## config.mk

```make
export PLATFORM = sky130hd
export DESIGN_NAME = command_credit_arbiter
export DESIGN_NICKNAME = d
export VERILOG_FILES = /design/src/rtl/command_credit_arbiter.sv
export SDC_FILE = /design/constraint.sdc
export NUM_CORES = 1
export LEC_CHECK = 0
export CORE_AREA = 4 4 321 323
export DETAILED_ROUTE_END_ITERATION = 10
export DIE_AREA = 0 0 325 327
export GPL_TIMING_DRIVEN = 0
export SLEW_MARGIN = 20
export SYNTH_ARGS = -nofsm -noshare
export SYNTH_HDL_FRONTEND = slang
export SYNTH_SLANG_ARGS = --single-unit
```

## constraint.sdc

```tcl
create_clock -name clock -period 6.2 [get_ports clock]
set_input_delay 1.86 -clock clock [delete_from_list [all_inputs] [get_ports clock]]
set_output_delay 1.86 -clock clock [all_outputs]
set_load 0.005 [all_outputs]
```

## src/rtl/command_credit_arbiter.sv

```systemverilog
// -----------------------------------------------------------------------------
// command_credit_arbiter
//   Shares the single PSL command interface between the AFU command producers
//   (0 = WED, 1 = read, 2 = write, 3 = pf-read, 4 = pf-write) under PSL credit
//   flow control. Round-robin grant, credit / outstanding accounting, tag
//   generation and drain-on-disable sequencing.
//
// Ports
//   clock, rstn            rising-edge clock, async active-low reset
//   enabled_in             job running; 0 stops new grants and starts a drain
//   credit_load_in         pulse in IDLE: load room_in as credits and max credit
//   room_in                initial PSL credit count
//   response_valid_in      PSL response: returns a credit, retires a command
//   req_valid_in           per-requester command valid
//   req_cmd_in             per-requester command, slice i = requester i
//   req_ready_out          one-hot grant (source dequeues the same cycle)
//   command_valid_out      registered issue strobe to PSL
//   command_out            registered granted command
//   command_tag_out        tag attached to the issued command
//   command_src_out        index of the granted requester
//   credits_out            available credits
//   outstanding_out        commands issued but not yet responded
//   drained_out            1 in DRAIN once nothing is outstanding
//   credit_overflow_error  sticky: credit returned at max, or response with
//                          nothing outstanding
// -----------------------------------------------------------------------------
module command_credit_arbiter #(
    parameter int NUM_REQ   = 5,
    parameter int CMD_WIDTH = 128,
    parameter int CREDIT_W  = 8
) (
    input  logic                         clock,
    input  logic                         rstn,
    input  logic                         enabled_in,
    input  logic                         credit_load_in,
    input  logic [CREDIT_W-1:0]          room_in,
    input  logic                         response_valid_in,
    input  logic [NUM_REQ-1:0]           req_valid_in,
    input  logic [NUM_REQ*CMD_WIDTH-1:0] req_cmd_in,
    output logic [NUM_REQ-1:0]           req_ready_out,
    output logic                         command_valid_out,
    output logic [CMD_WIDTH-1:0]         command_out,
    output logic [CREDIT_W-1:0]          command_tag_out,
    output logic [2:0]                   command_src_out,
    output logic [CREDIT_W-1:0]          credits_out,
    output logic [CREDIT_W-1:0]          outstanding_out,
    output logic                         drained_out,
    output logic                         credit_overflow_error
);

    localparam int PTR_W = (NUM_REQ > 1) ? $clog2(NUM_REQ) : 1;

    typedef enum logic [1:0] {
        IDLE  = 2'd0,
        RUN   = 2'd1,
        DRAIN = 2'd2
    } state_t;

    state_t                r_state, w_state_nxt;
    logic [PTR_W-1:0]      r_rr_ptr;
    logic [CREDIT_W-1:0]   r_tag;
    logic [CREDIT_W-1:0]   r_credits, w_credits_nxt;
    logic [CREDIT_W-1:0]   r_max_credit;
    logic [CREDIT_W-1:0]   r_outstanding, w_out_nxt;
    logic                  r_err, w_err_set;
    logic                  r_cmd_valid;
    logic [CMD_WIDTH-1:0]  r_cmd;
    logic [CREDIT_W-1:0]   r_cmd_tag;
    logic [PTR_W-1:0]      r_cmd_src;

    logic                  w_load;
    logic                  w_grant_en;
    logic                  w_drained;
    logic                  w_grant;
    logic [PTR_W-1:0]      w_grant_idx;
    logic [NUM_REQ-1:0]    w_grant_vec;

    // Reload is only honoured while idle.
    assign w_load = (r_state == IDLE) && credit_load_in;

    // ---------------- FSM: state register ----------------
    always_ff @(posedge clock or negedge rstn) begin
        if (!rstn) r_state <= IDLE;
        else       r_state <= w_state_nxt;
    end

    // ---------------- FSM: next state ----------------
    always_comb begin
        w_state_nxt = r_state;
        case (r_state)
            IDLE:    if (credit_load_in) w_state_nxt = RUN;
            RUN:     if (!enabled_in) w_state_nxt = DRAIN;
            DRAIN:   if (r_outstanding == '0 && !response_valid_in) w_state_nxt = IDLE;
            default: w_state_nxt = IDLE;
        endcase
    end

    // ---------------- FSM: outputs ----------------
    always_comb begin
        w_grant_en = (r_state == RUN) && enabled_in && (r_credits != '0);
        w_drained  = (r_state == DRAIN) && (r_outstanding == '0);
    end

    // Round-robin search starting at r_rr_ptr, wrapping modulo NUM_REQ.
    always_comb begin
        logic [PTR_W:0] v_idx;
        w_grant     = 1'b0;
        w_grant_idx = '0;
        w_grant_vec = '0;
        v_idx       = '0;
        if (w_grant_en) begin
            for (int k = 0; k < NUM_REQ; k++) begin
                v_idx = {1'b0, r_rr_ptr} + (PTR_W+1)'(k);
                if (v_idx >= (PTR_W+1)'(NUM_REQ))
                    v_idx = v_idx - (PTR_W+1)'(NUM_REQ);
                if (!w_grant && req_valid_in[v_idx[PTR_W-1:0]]) begin
                    w_grant     = 1'b1;
                    w_grant_idx = v_idx[PTR_W-1:0];
                end
            end
        end
        if (w_grant) w_grant_vec[w_grant_idx] = 1'b1;
    end

    // Credit / outstanding accounting. A returned credit at the loaded max is
    // dropped (saturate) and flagged; so is a response with nothing in flight.
    always_comb begin
        w_credits_nxt = r_credits;
        w_out_nxt     = r_outstanding;
        w_err_set     = 1'b0;
        if (w_load) begin
            w_credits_nxt = room_in;
        end else if (response_valid_in && !w_grant) begin
            if (r_credits == r_max_credit) w_err_set = 1'b1;
            else                           w_credits_nxt = r_credits + 1'b1;
        end else if (w_grant && !response_valid_in) begin
            w_credits_nxt = r_credits - 1'b1;
        end

        if (response_valid_in && r_outstanding == '0) begin
            w_err_set = 1'b1;
            w_out_nxt = r_outstanding + CREDIT_W'(w_grant);
        end else begin
            w_out_nxt = r_outstanding + CREDIT_W'(w_grant) - CREDIT_W'(response_valid_in);
        end
    end

    always_ff @(posedge clock or negedge rstn) begin
        if (!rstn) begin
            r_rr_ptr      <= '0;
            r_tag         <= '0;
            r_credits     <= '0;
            r_max_credit  <= '0;
            r_outstanding <= '0;
            r_err         <= 1'b0;
            r_cmd_valid   <= 1'b0;
            r_cmd         <= '0;
            r_cmd_tag     <= '0;
            r_cmd_src     <= '0;
        end else begin
            r_credits     <= w_credits_nxt;
            r_outstanding <= w_out_nxt;
            r_err         <= w_load ? 1'b0 : (r_err | w_err_set);
            r_cmd_valid   <= w_grant;
            if (w_load) r_max_credit <= room_in;
            if (w_grant) begin
                r_rr_ptr  <= (w_grant_idx == PTR_W'(NUM_REQ-1)) ? '0 : w_grant_idx + 1'b1;
                r_tag     <= r_tag + 1'b1;
                r_cmd     <= req_cmd_in[w_grant_idx*CMD_WIDTH +: CMD_WIDTH];
                r_cmd_tag <= r_tag;
                r_cmd_src <= w_grant_idx;
            end
        end
    end

    assign req_ready_out         = w_grant_vec;
    assign command_valid_out     = r_cmd_valid;
    assign command_out           = r_cmd;
    assign command_tag_out       = r_cmd_tag;
    assign command_src_out       = 3'(r_cmd_src);
    assign credits_out           = r_credits;
    assign outstanding_out       = r_outstanding;
    assign drained_out           = w_drained;
    assign credit_overflow_error = r_err;

endmodule

```

**Word-level counts from Yosys, hierarchy flattened**

Index checks and enable logic that the tools add are counted.

- Add/sub/neg operators: 15
- Order comparisons: 12
- Equal/unequal tests: 8
- Shifts and indexed selects: 1
- Mux-type cells: 54
- Bitwise operators: 1
- Reductions and logical operators: 25

Operator list:

| operator | number |
|---|---|
| 640-bit by 11-bit indexed part select with 128-bit output | 1 |
| 3-bit 2-to-1 mux | 17 |
| 8-bit 2-to-1 mux | 5 |
| 3-bit by 4-bit less-than comparator with 1-bit output, second input constant | 6 |
| 1-bit 2-to-1 mux | 21 |
| 8-bit by 1-bit adder with 8-bit output, second input constant | 2 |
| 4-bit by 3-bit greater-or-equal comparator with 1-bit output, second input constant | 4 |
| 1-bit binary-select mux with 3-bit select | 5 |
| 3-bit subtractor, second input constant | 5 |
| 1-bit logical AND | 13 |
| 3-bit by 2-bit adder with 4-bit output, second input constant | 2 |
| 8-bit by 1-bit adder with 8-bit output | 1 |
| 8-bit equality test | 1 |
| 8-bit zero test | 1 |
| 8-bit nonzero test | 1 |
| 8-bit by 1-bit subtractor with 8-bit output | 1 |
| 8-bit by 1-bit subtractor with 8-bit output, second input constant | 1 |
| 1-bit zero test | 6 |
| 2-bit 2-to-1 mux | 3 |
| 2-bit inequality test, second input constant | 3 |
| 2-bit case mux with 3 select lines | 1 |
| 5-bit 2-to-1 mux | 1 |
| 3-bit by 1-bit adder with 4-bit output, second input constant | 1 |
| 3-bit by 3-bit adder with 4-bit output, second input constant | 1 |
| 13 further kinds | 13 |

- Bits in registers: 178
- Input port bits: 658
- Output and inout bits: 163
- Word-level logic and storage cells: 127

**Depth between registers and ports, before layout**

- Depth after elaboration: 31
- Gate-level depth with buffers: 23
- Mapped depth without buffers: 21

**Worst setup path after synthesis**

No wires, ideal clock.

- Kind: in2out
- Start: input port req_valid_in[1]
- End: output port req_ready_out[0]
- Data arrival time: 4.088 ns
- Required time: 4.340 ns
- Path slack: 0.252 ns
- Stages: 11
- Path buffers: 2
- Path through: or4bb_1 > a31o_2 > a41oi_2 > nand3b_1 > nor3_1 > a221o_1 > o221ai_1 > buf_2 > buf_2 > nand2_1 > nor2_1

- Longest elaborated chain between the ends: 25
- Elaborated cells on any way between the ends: 40
- Classes of those cells: order compare: 2; mux: 29; reduce/logical: 9

Ends and longest elaborated chain:

| element | line | text |
|---|---|---|
| start, declared | 38 | `input logic [NUM_REQ-1:0] req_valid_in,` |
| 1-bit binary-select mux with 3-bit select | 116 | `if (!w_grant && req_valid_in[v_idx[PTR_W-1:0]]) begin` |
| 1-bit 2-to-1 mux (not written as such) | 116 |  |
| 1-bit 2-to-1 mux | 116 |  |
| 1-bit 2-to-1 mux | 111 | `if (w_grant_en) begin` |
| 1-bit zero test | 116 |  |
| 1-bit logical AND | 116 |  |
| 1-bit 2-to-1 mux | 116 |  |
| 1-bit 2-to-1 mux | 111 |  |
| [... 9 more ...] | n/a |  |
| 1-bit logical AND | 116 |  |
| 3-bit 2-to-1 mux | 116 |  |
| 3-bit 2-to-1 mux | 111 |  |
| 3-bit by 4-bit less-than comparator with 1-bit output (not written as such) or 3-bit by 1-bit greater-or-equal comparator with 1-bit output (tied branches) | 122 | `if (w_grant) w_grant_vec[w_grant_idx] = 1'b1;` |
| 1-bit logical AND (not written as such) | 122 |  |
| 1-bit 2-to-1 mux (not written as such) | 122 |  |
| 1-bit demux with 3-bit select | 122 |  |
| 5-bit 2-to-1 mux * | 122 |  |
| end, declared | 40 | `output logic [NUM_REQ-1:0] req_ready_out,` |

Mark *: on every way between the ends. The rest lies on a longest branch, timed or not. The select of a mux whose other input is x is not followed.

**Worst setup path after layout**

- Start: input port req_valid_in[1]
- End: output port req_ready_out[2]

Same word-level chain as after synthesis.

==> run metrics <==
Final Hold Vio Count=0; CP max-delay cell=or4bb_1; commonest non-fill, non-tap cells in the layout=clkdlybuf4s50_1 (809), mux2i_1 (262), dfrtp_1 (176); Leak=10.5 nW; hold crit path type=flip-flop to flip-flop; Netlist cell types=67; Peak supply drop=0.179 mV; Highest Clock Rate=162 MHz; Synth Area per Inst=9.75 um^2; initial detailed-routing violation count=895; Reg clk slew, reported paths=80 ps; post-DR vias/cell=4.24; slew of the pin with the lowest slew margin=1110 ps; met3 WL post-DR=a little under 6 mm; commonest non-fill, non-tap cell in the layout=clkdlybuf4s50_1; met2 WL=between 40 and 50 mm; Final min period=6190 ps; flops & latches, synth=178; Detailed Route WL=around 90 mm; antenna violations before repair=30; CTS Buf Count=17; Bufs on Longest Clock Path=2; critical-path cell list=buf_12 > or4bb_1 > a31o_4 > a41oi_4 > nand3b_1 > buf_4 > nor3_4 > a221o_1 > o221ai_2 > buf_6 > buf_12 > nand2_2 > nor2_1 > buf_2; register area share after synthesis=0.349; status=finished clean; Place WS=-2050 ps; pins over their slew limit=0; Worst EP arrival=4330 ps; final period utilization=0.998; # DRC=0; synth warn=0; Netlist Area Pre-Place=around 13000 um^2; Die Wd=325 um; required time of the critical path=4340 ps; wire per inst=26.5 um; drt pass-1 iters=5; headroom to the max-slew limit=0.261; maxcap violations=0; nets@finish=2851; die height=~330 um; clock insertion delay at the later pin of the skew report=510 ps; Post-DRT Antenna Nets=0; Fill cells=approximately 11000; Top Ports=821; full die area=106000 um^2; core area=99900 um^2; Initial Util=0.128; CP delay by family, top=compound AO/OA/AOI/OAI gates; Non-Filler Instances=~3500; most used cell along the critical path=buf_12; RSZ-0062 raised after global routing=yes; layout cells sized above 1=0.0797; CTS tree=yes; global placer's final weighted congestion=0.915; Syn Inst Count=between 1000 and 1500; FP Rows=116; highest metal used=met5; Top FF cell, synth=dfrtp_1; Area growth, synth to finish=85.8%; Max stage delay on crit path=between 400 and 500 ps; number of flops mapped to enable cells by yosys=0; Post-synth ARST share=1.00; Setup crit start kind=input pin; H-tree depth=4; Via Count=14800; dpl hpwl=77.2 mm; PortBufs=820; WP buf/inv=5; grt total ovfl=0; Cell Pwr Density=around 380 nW/um^2; Max FO, Critical Path=8; vias in the first global route=15300; Placed Cells incl. Taps=approximately 3400; setup TNS=0 ps; Clk Tree Root Cell=clkbuf_16; Final WS setup=11.3 ps; first-pass GRT wire length=approximately 120 mm; Clock Skew=13.4 ps; clk sinks=178; Final Setup Violations=0; largest net degree at the start of global routing=82; Total GRT Usage=0.167; critical path class=input pin to output pin; CTS Hold Buffers Added=0; element type at the critical path end=output pin; syn_nets=around 2000; met1 WL=40.3 mm
per-stage QoR:
step | hold slack [ps] | power [mW] | area [um^2] | utilization
3_3_place_gp | 461 | 7.53 | 22600 | 0.226
4_1_cts | 484 | 9.06 | 23600 | 0.236
3_5_place_dp | 462 | 7.60 | 22700 | 0.227
2_1_floorplan | 445 | 4.83 | 12700 | -
5_1_grt | 500 | 9.60 | 23700 | 0.237
6_report | 483 | 9.00 | 23700 | 0.237
where the power goes:
part	internal [mW]	switching, mW
combinational	2.85	2.86
clock	0.549	0.651
sequential	1.69	0.402
worst min-delay path, stage by stage, from the launching register on:
cell and delay [ps]:
dfrtp_1 350, nand2_1 50, nand2_1 60
synthesized netlist by cell type, drive strengths merged, types with 6 or more instances:
| library cell | number | share of area |
|---|---|---|
| nor4 | 8 | 0.0039 |
| nand2 | 84 | 0.025 |
| o21ai | 142 | 0.056 |
| nand2b | 6 | 0.0029 |
| mux2i | 262 | 0.21 |
| clkbuf | 59 | 0.017 |
| ha | 21 | 0.021 |
| o22a | 129 | 0.089 |
| buf | 58 | 0.025 |
| dfrtp | 178 | 0.35 |
| o21bai | 6 | 0.0035 |
| nor2 | 25 | 0.0074 |
| xor2 | 6 | 0.0041 |
| mux2 | 9 | 0.0080 |
| a22oi | 129 | 0.076 |
| nand4 | 11 | 0.0054 |
| inv | 18 | 0.0053 |
| a21oi | 22 | 0.0086 |
| xnor2 | 31 | 0.021 |
| nand3 | 16 | 0.0063 |
| a211oi | 9 | 0.0067 |
flip-flops by register name, summed over array words and instances (netlist names):
name / flops
command_out: 128
command_src_out: 3
command_tag_out: 8
command_valid_out: 1
credit_overflow_error: 1
credits_out: 8
outstanding_out: 8
r_max_credit: 8
r_rr_ptr: 3
r_state: 2
r_tag: 8
repair_timing:
item | 4_1_cts | 5_1_grt
gates resized for setup | 83 | 20
pin swaps | 12 | 7
setup endpoints to repair | 47 | 6
setup buffers | 18 | 3
worst paths after layout:
check / from / end / slack (ps) / depth (start not counted)
worst max-delay path: req_valid_in[1] / req_ready_out[2] / 10 / 14
worst min-delay path: command_tag_out[4] / command_tag_out[4] / 480 / 2
worst max register to register: r_rr_ptr[1] / credits_out[7] / 500 / 24
worst min register to register: command_tag_out[4] / command_tag_out[4] / 480 / 2
max in group asynchronous: rstn / command_out[55] / 4170 / 2
min in group asynchronous: rstn / command_out[88] / 1200 / 1
layout make-up:
cell class                      count  area [um^2]  area share
Antenna cell                        5         12.5    0.000528
Buffer                            115          609      0.0257
Clock buffer                       17          425      0.0180
Clock inverter                     15          179     0.00755
Inverter                           19         78.8     0.00333
Multi-Input combinational cell    994         7850       0.331
Sequential cell                   178         4460       0.188
Tap cell                         1298         1620      0.0686
Timing Repair Buffer              845         8450       0.357
cells by family (layout without fill, tap and decap cells):
family          Yosys count  in the layout  synth area share
compound gates          479            479             0.270
mux                     271            271             0.214
simple gates            184            184            0.0694
flops                   178            178             0.349
buf+inv                 136           1011            0.0481
xor+xnor                 37             37            0.0254
fa+ha+maj                23             23            0.0238
other cells               0              5                 0
layer usage:
layer,GRT usage,up-vias
met4,0.0417,2
met5,0,-
met3,0.0381,81
met2,0.285,687
met1,0.213,7255
li1,-,6745
(Power assumes the default switching activity.)
